`config.mk`:
```
export PLATFORM = sky130hd
export DESIGN_NAME = pipelined_comparator
export DESIGN_NICKNAME = d
export VERILOG_FILES = /design/src/rtl/pipelined_comparator.sv
export SDC_FILE = /design/constraint.sdc
export NUM_CORES = 1
export LEC_CHECK = 0
export CAP_MARGIN = 40
export CORE_UTILIZATION = 40
export DETAILED_ROUTE_END_ITERATION = 7
export GPL_TIMING_DRIVEN = 0
export PLACE_DENSITY = 0.72
export SLEW_MARGIN = 20
export SYNTH_ARGS = -nofsm -noshare
export SYNTH_HDL_FRONTEND = slang
export SYNTH_SLANG_ARGS = --single-unit
export TNS_END_PERCENT = 100
```
`constraint.sdc`:
```
create_clock -name clk -period 7.8 [get_ports clk]
set_input_delay 1.56 -clock clk [delete_from_list [all_inputs] [get_ports clk]]
set_output_delay 1.56 -clock clk [all_outputs]
set_load 0.02 [all_outputs]
```
`src/rtl/pipelined_comparator.sv`:
```
// Single-register compare stage with valid/ready handshake on both sides.
// Per-outcome saturating counters and sticky flags track the results the consumer accepts.
module pipelined_comparator #(
    parameter int N  = 32,
    parameter int CW = 16
) (
    input  logic          clk,
    input  logic          rst,
    input  logic          in_valid,
    output logic          in_ready,
    input  logic [N-1:0]  a,
    input  logic [N-1:0]  b,
    input  logic          signed_mode,
    output logic          out_valid,
    input  logic          out_ready,
    output logic          agb,
    output logic          alb,
    output logic          aeb,
    input  logic          clr_stats,
    output logic [CW-1:0] gt_cnt,
    output logic [CW-1:0] lt_cnt,
    output logic [CW-1:0] eq_cnt,
    output logic          sticky_gt,
    output logic          sticky_lt
);

    // Flag vectors are ordered {gt, lt, eq}; index 2 = gt, 1 = lt, 0 = eq.
    logic          valid_q, valid_d;
    logic [2:0]    flags_q, flags_d;
    logic [2:0]    cmp_flags;
    logic [CW-1:0] cnt_q [3];
    logic [1:0]    sticky_q;
    logic          in_xfer, out_xfer;

    assign in_ready = !valid_q || out_ready;
    assign in_xfer  = in_valid && in_ready;
    assign out_xfer = valid_q && out_ready;

    always_comb begin
        cmp_flags = 3'b000;
        if (a == b) begin
            cmp_flags = 3'b001;
        end else if (signed_mode) begin
            cmp_flags = ($signed(a) > $signed(b)) ? 3'b100 : 3'b010;
        end else begin
            cmp_flags = (a > b) ? 3'b100 : 3'b010;
        end
    end

    always_comb begin
        valid_d = valid_q;
        flags_d = flags_q;
        if (in_xfer) begin
            valid_d = 1'b1;
            flags_d = cmp_flags;
        end else if (out_xfer) begin
            valid_d = 1'b0;
            flags_d = 3'b000;
        end
    end

    always_ff @(posedge clk) begin
        if (rst) begin
            valid_q <= 1'b0;
            flags_q <= 3'b000;
        end else begin
            valid_q <= valid_d;
            flags_q <= flags_d;
        end
    end

    // clr_stats beats a coincident output transfer.
    genvar gi;
    generate
        for (gi = 0; gi < 3; gi++) begin : g_cnt
            always_ff @(posedge clk) begin
                if (rst || clr_stats) begin
                    cnt_q[gi] <= '0;
                end else if (out_xfer && flags_q[gi] && (cnt_q[gi] != {CW{1'b1}})) begin
                    cnt_q[gi] <= cnt_q[gi] + 1'b1;
                end
            end
        end
        for (gi = 0; gi < 2; gi++) begin : g_sticky
            always_ff @(posedge clk) begin
                if (rst || clr_stats) begin
                    sticky_q[gi] <= 1'b0;
                end else if (out_xfer && flags_q[gi+1]) begin
                    sticky_q[gi] <= 1'b1;
                end
            end
        end
    endgenerate

    assign out_valid = valid_q;
    assign agb       = flags_q[2];
    assign alb       = flags_q[1];
    assign aeb       = flags_q[0];
    assign gt_cnt    = cnt_q[2];
    assign lt_cnt    = cnt_q[1];
    assign eq_cnt    = cnt_q[0];
    assign sticky_gt = sticky_q[1];
    assign sticky_lt = sticky_q[0];

endmodule

```
==> results of run 1 <==
-- final timing paths --
path / slack [ns] / end / cells after the start
setup / recovery: 3.37 / in_ready / 4
hold / removal: 0.52 / sticky_gt / 2
setup reg to reg: 5.46 / cnt_q[1][13] / 6
hold reg to reg: 0.52 / sticky_gt / 2
-- metal layers --
metal | GRT usage [%] | up-vias | share of wire, %
met3 | 5.24 | 6 | 5.2
met5 | 0 | - | 0
met4 | 3.31 | 0 | 0.70
li1 | - | 1569 | -
met2 | 33.2 | 73 | 50
met1 | 21.1 | 1424 | 44
-- synthesized netlist by cell type (all sizes together) --
| master | n |
|---|---|
| a21oi | 18 |
| o21ai | 9 |
| xor2 | 30 |
| o21a | 1 |
| nand2 | 28 |
| mux2i | 2 |
| edfxtp | 48 |
| nand4b | 1 |
| a22oi | 1 |
| or4 | 1 |
| buf | 4 |
| nand2b | 2 |
| and4 | 6 |
| o211ai | 1 |
| clkbuf | 3 |
| nor3 | 5 |
| nand3b | 1 |
| and2 | 3 |
| and3 | 9 |
| a221o | 1 |
| a21o | 3 |
| ha | 35 |
| a32oi | 1 |
| nor2 | 63 |
| nor4 | 2 |
| dfxtp | 6 |
| a211o | 1 |
| xnor2 | 11 |
| a211oi | 1 |
| inv | 38 |
| or3 | 1 |
| nor2b | 3 |
| nand3 | 22 |
| nand4 | 14 |
-- final cells by class --
class                      instances  area share (%)
buffer                             7           0.935
tap                              108            2.66
sequential                        54            30.7
multi-input combinational        276            35.9
clock inverter                     3           0.836
inverter                          38            2.80
timing repair buffer             126            24.8
clock buffer                       5            1.35
-- sequential cells by signal, indices dropped and copies added (netlist names) --
| register | cells |
|---|---|
| cnt_q | 48 |
| flags_q | 3 |
| out_valid | 1 |
| sticky_gt | 1 |
| sticky_lt | 1 |
-- power groups by stage --
stage	registers (mW)	logic (mW)	clock network, mW
CTS	0.343	0.139	0.201
global placement	0.350	0.133	0
global route	0.346	0.152	0.210
finish	0.343	0.137	0.194
floorplan	0.363	0.0470	0
detailed placement	0.350	0.138	0
-- kinds of logic (layout without fill, tap and decap cells) --
logic type	after synthesis	in the layout	share of synthesized area [%]
flip-flops	54	54	43.8
AO/OA/AOI/OAI	37	37	6.03
adder cells (fa/ha/maj)	35	35	12.3
AND/OR/NAND/NOR	161	161	22.0
buffers and inverters	45	179	5.33
multiplexers	2	2	0.561
XOR/XNOR	41	41	10.1
-- per-stage QoR --
step                instances  setup WS, ns
floorplan                 375          4.24
global placement          607          3.13
detailed placement        609          3.36
CTS                       617          3.36
global route              617          3.27
finish                    617          3.37
-- critical path, stage by stage --
cell	delay, ns
clkdlybuf4s50_1	0.46
nor2b_1	0.21
inv_1	0.08
clkdlybuf4s50_1	0.56
==> results.yml, run 1 <==
timing:
  fin_skew_ns: 0.00789
  report.final.slew_viol_count: 0
  setup_violations: 0
  fin_crit_sh_pct: 56.8
  hold_ws_ns: 0.517
  rsz0062_at_grt: "false"
  max_freq_mhz: 226
  hold_violations: 0
  post-route-min-period_ns: 4.43
  relSlewSlack_pct: 56.9
  tightest_slew_ns: 0.645
  timing.setup.tns_ns: 0
final_layout:
  final_cell_mix: "clkdlybuf4s50_1 (124), nor2_1 (63), edfxtp_1 (48), inv_1 (38), ha_1 (35)"
  antenna_cells: 0
  multiInputGateArea_um2: 1820
  seqCellArea_um2: 1560
  utilization_pct: 58.6
  final_cell_area_um2: 5090
  fill_cells: 792
  final_common_cell: "clkdlybuf4s50_1"
  area_growth_syn_to_layout_pct: 42.5
  drive_above_1_share_pct: 3.73
  fin_nets: 613
worst_setup_path:
  r2r_start: "cnt_q[1][6]"
  crit_start: "out_ready"
  crit_arrival_ns: 2.87
  path_class: "primary input to primary output"
  worstSetupEndpointType: "primary output"
  cp-start-kind: "primary input"
  crit_fanout: 4
  required_ns: 6.24
floorplanning:
  die_y_um: 96.5
  core_um2: 8680
  dieWidth_um: 96.5
  die_area_um2: 9300
  ioPinCount: 125
  initial_core_util_pct: 41.1
  row_count: 34
power:
  clockPowerShare_pct: 28.7
  power_frac_seq_pct: 50.9
  combPwrFrac_pct: 20.3
  peakVddDrop_v: 0.0000940
  p_per_area_nw_per_um2: 132
  p_switching_mw: 0.174
  leakage_nw: 2.00
  power.internal_mw: 0.500
  finalPower_mw: 0.674
  sw_frac_of_total_pct: 25.8
synthesis:
  yosysSeqAreaShare_pct: 43.8
  syn_area_um2: 3570
  syn_avg_cell_area_um2: 9.52
  synth_area_leaders: "edfxtp_1 (40%), ha_1 (12%), xor2_1 (7.4%), nor2_1 (6.6%), inv_1 (4.0%)"
  ys_ff_latch: 54
  synth_area_leader_cell: "edfxtp_1"
  synth_cells: 375
  yosys_warnings: 0
  synth_nets: 480
  synthDistinctLibCells: 41
  synth_top_area_share_pct: 40.4
detailed_routing:
  wl_per_cell_um: 13.2
  ant_nets: 0
  drtIter0Drc: 62
  vias: 3072
  drt-total-wl_um: 8170
  route.detailed.drc: 0
  vias_per_cell: 4.98
  drtPass1Iterations: 6
clock_network:
  htreeDepth: 2
  cts_root_buf: "clkbuf_8"
  ctsHoldBuffers: 0
  insertion_delay_ns: 0.31
  post_cts_buffers: 0
  clockBufferDepth: 2
  clkTransAtPathRegs_ns: 0.10
  cts_tree: "done"
  clkSinkCount: 54
  cts_resized: 0
  cts_buffers: 5
global_route:
  grt_pass1_vias: 2978
  grt_first_pass_wirelength_um: 13100
  grt_max_degree: 18
  track_usage_pct: 18.1
  grt_overflow: 0
  antenna_found_initial: 0
place:
  place_congestion: 0.770
  place_area_um2: 4970
  dp_hpwl_um: 6540
  port_buffers: 124
status:
  status: "finished, final reports clean"
flow_run:
  drv_cap: 0
min_path:
  hold_start: "sticky_gt"
  hp-class: "flip-flop to flip-flop"
Note: power is estimated with default switching activity, not from simulation.
==> inputs of run 2 (changes only) <==
Clock period 7.8 ns to 4.3 ns, I/O delays scaled along.
==> results of run 2 <==
The final DEF is identical to that of run 1. Status: finished, final reports clean.
Among the figures that moved: setup slack after placement 3.36 ns -> 1.16 ns; setup slack after layout 3.37 ns -> 1.27 ns; register-to-register setup slack 5.46 ns -> 1.96 ns; total power 0.674 mW -> 1.22 mW; worst IR drop on VDD 0.0000940 V -> 0.000171 V
==> inputs of run 3 (changes only) <==
Clock period 4.3 ns to 3.1 ns, I/O delays scaled along.
==> results of run 3 <==
The final DEF is identical to that of run 1. Status: finished, final reports clean.
Among the figures that moved: setup slack after placement 3.36 ns -> 0.196 ns; setup slack after layout 3.37 ns -> 0.538 ns; start point of the critical path out_ready -> b[14]; end point of the critical path in_ready -> flags_q[1]; register-to-register setup slack 5.46 ns -> 0.76 ns; total power 0.674 mW -> 1.69 mW; worst IR drop on VDD 0.0000940 V -> 0.000237 V
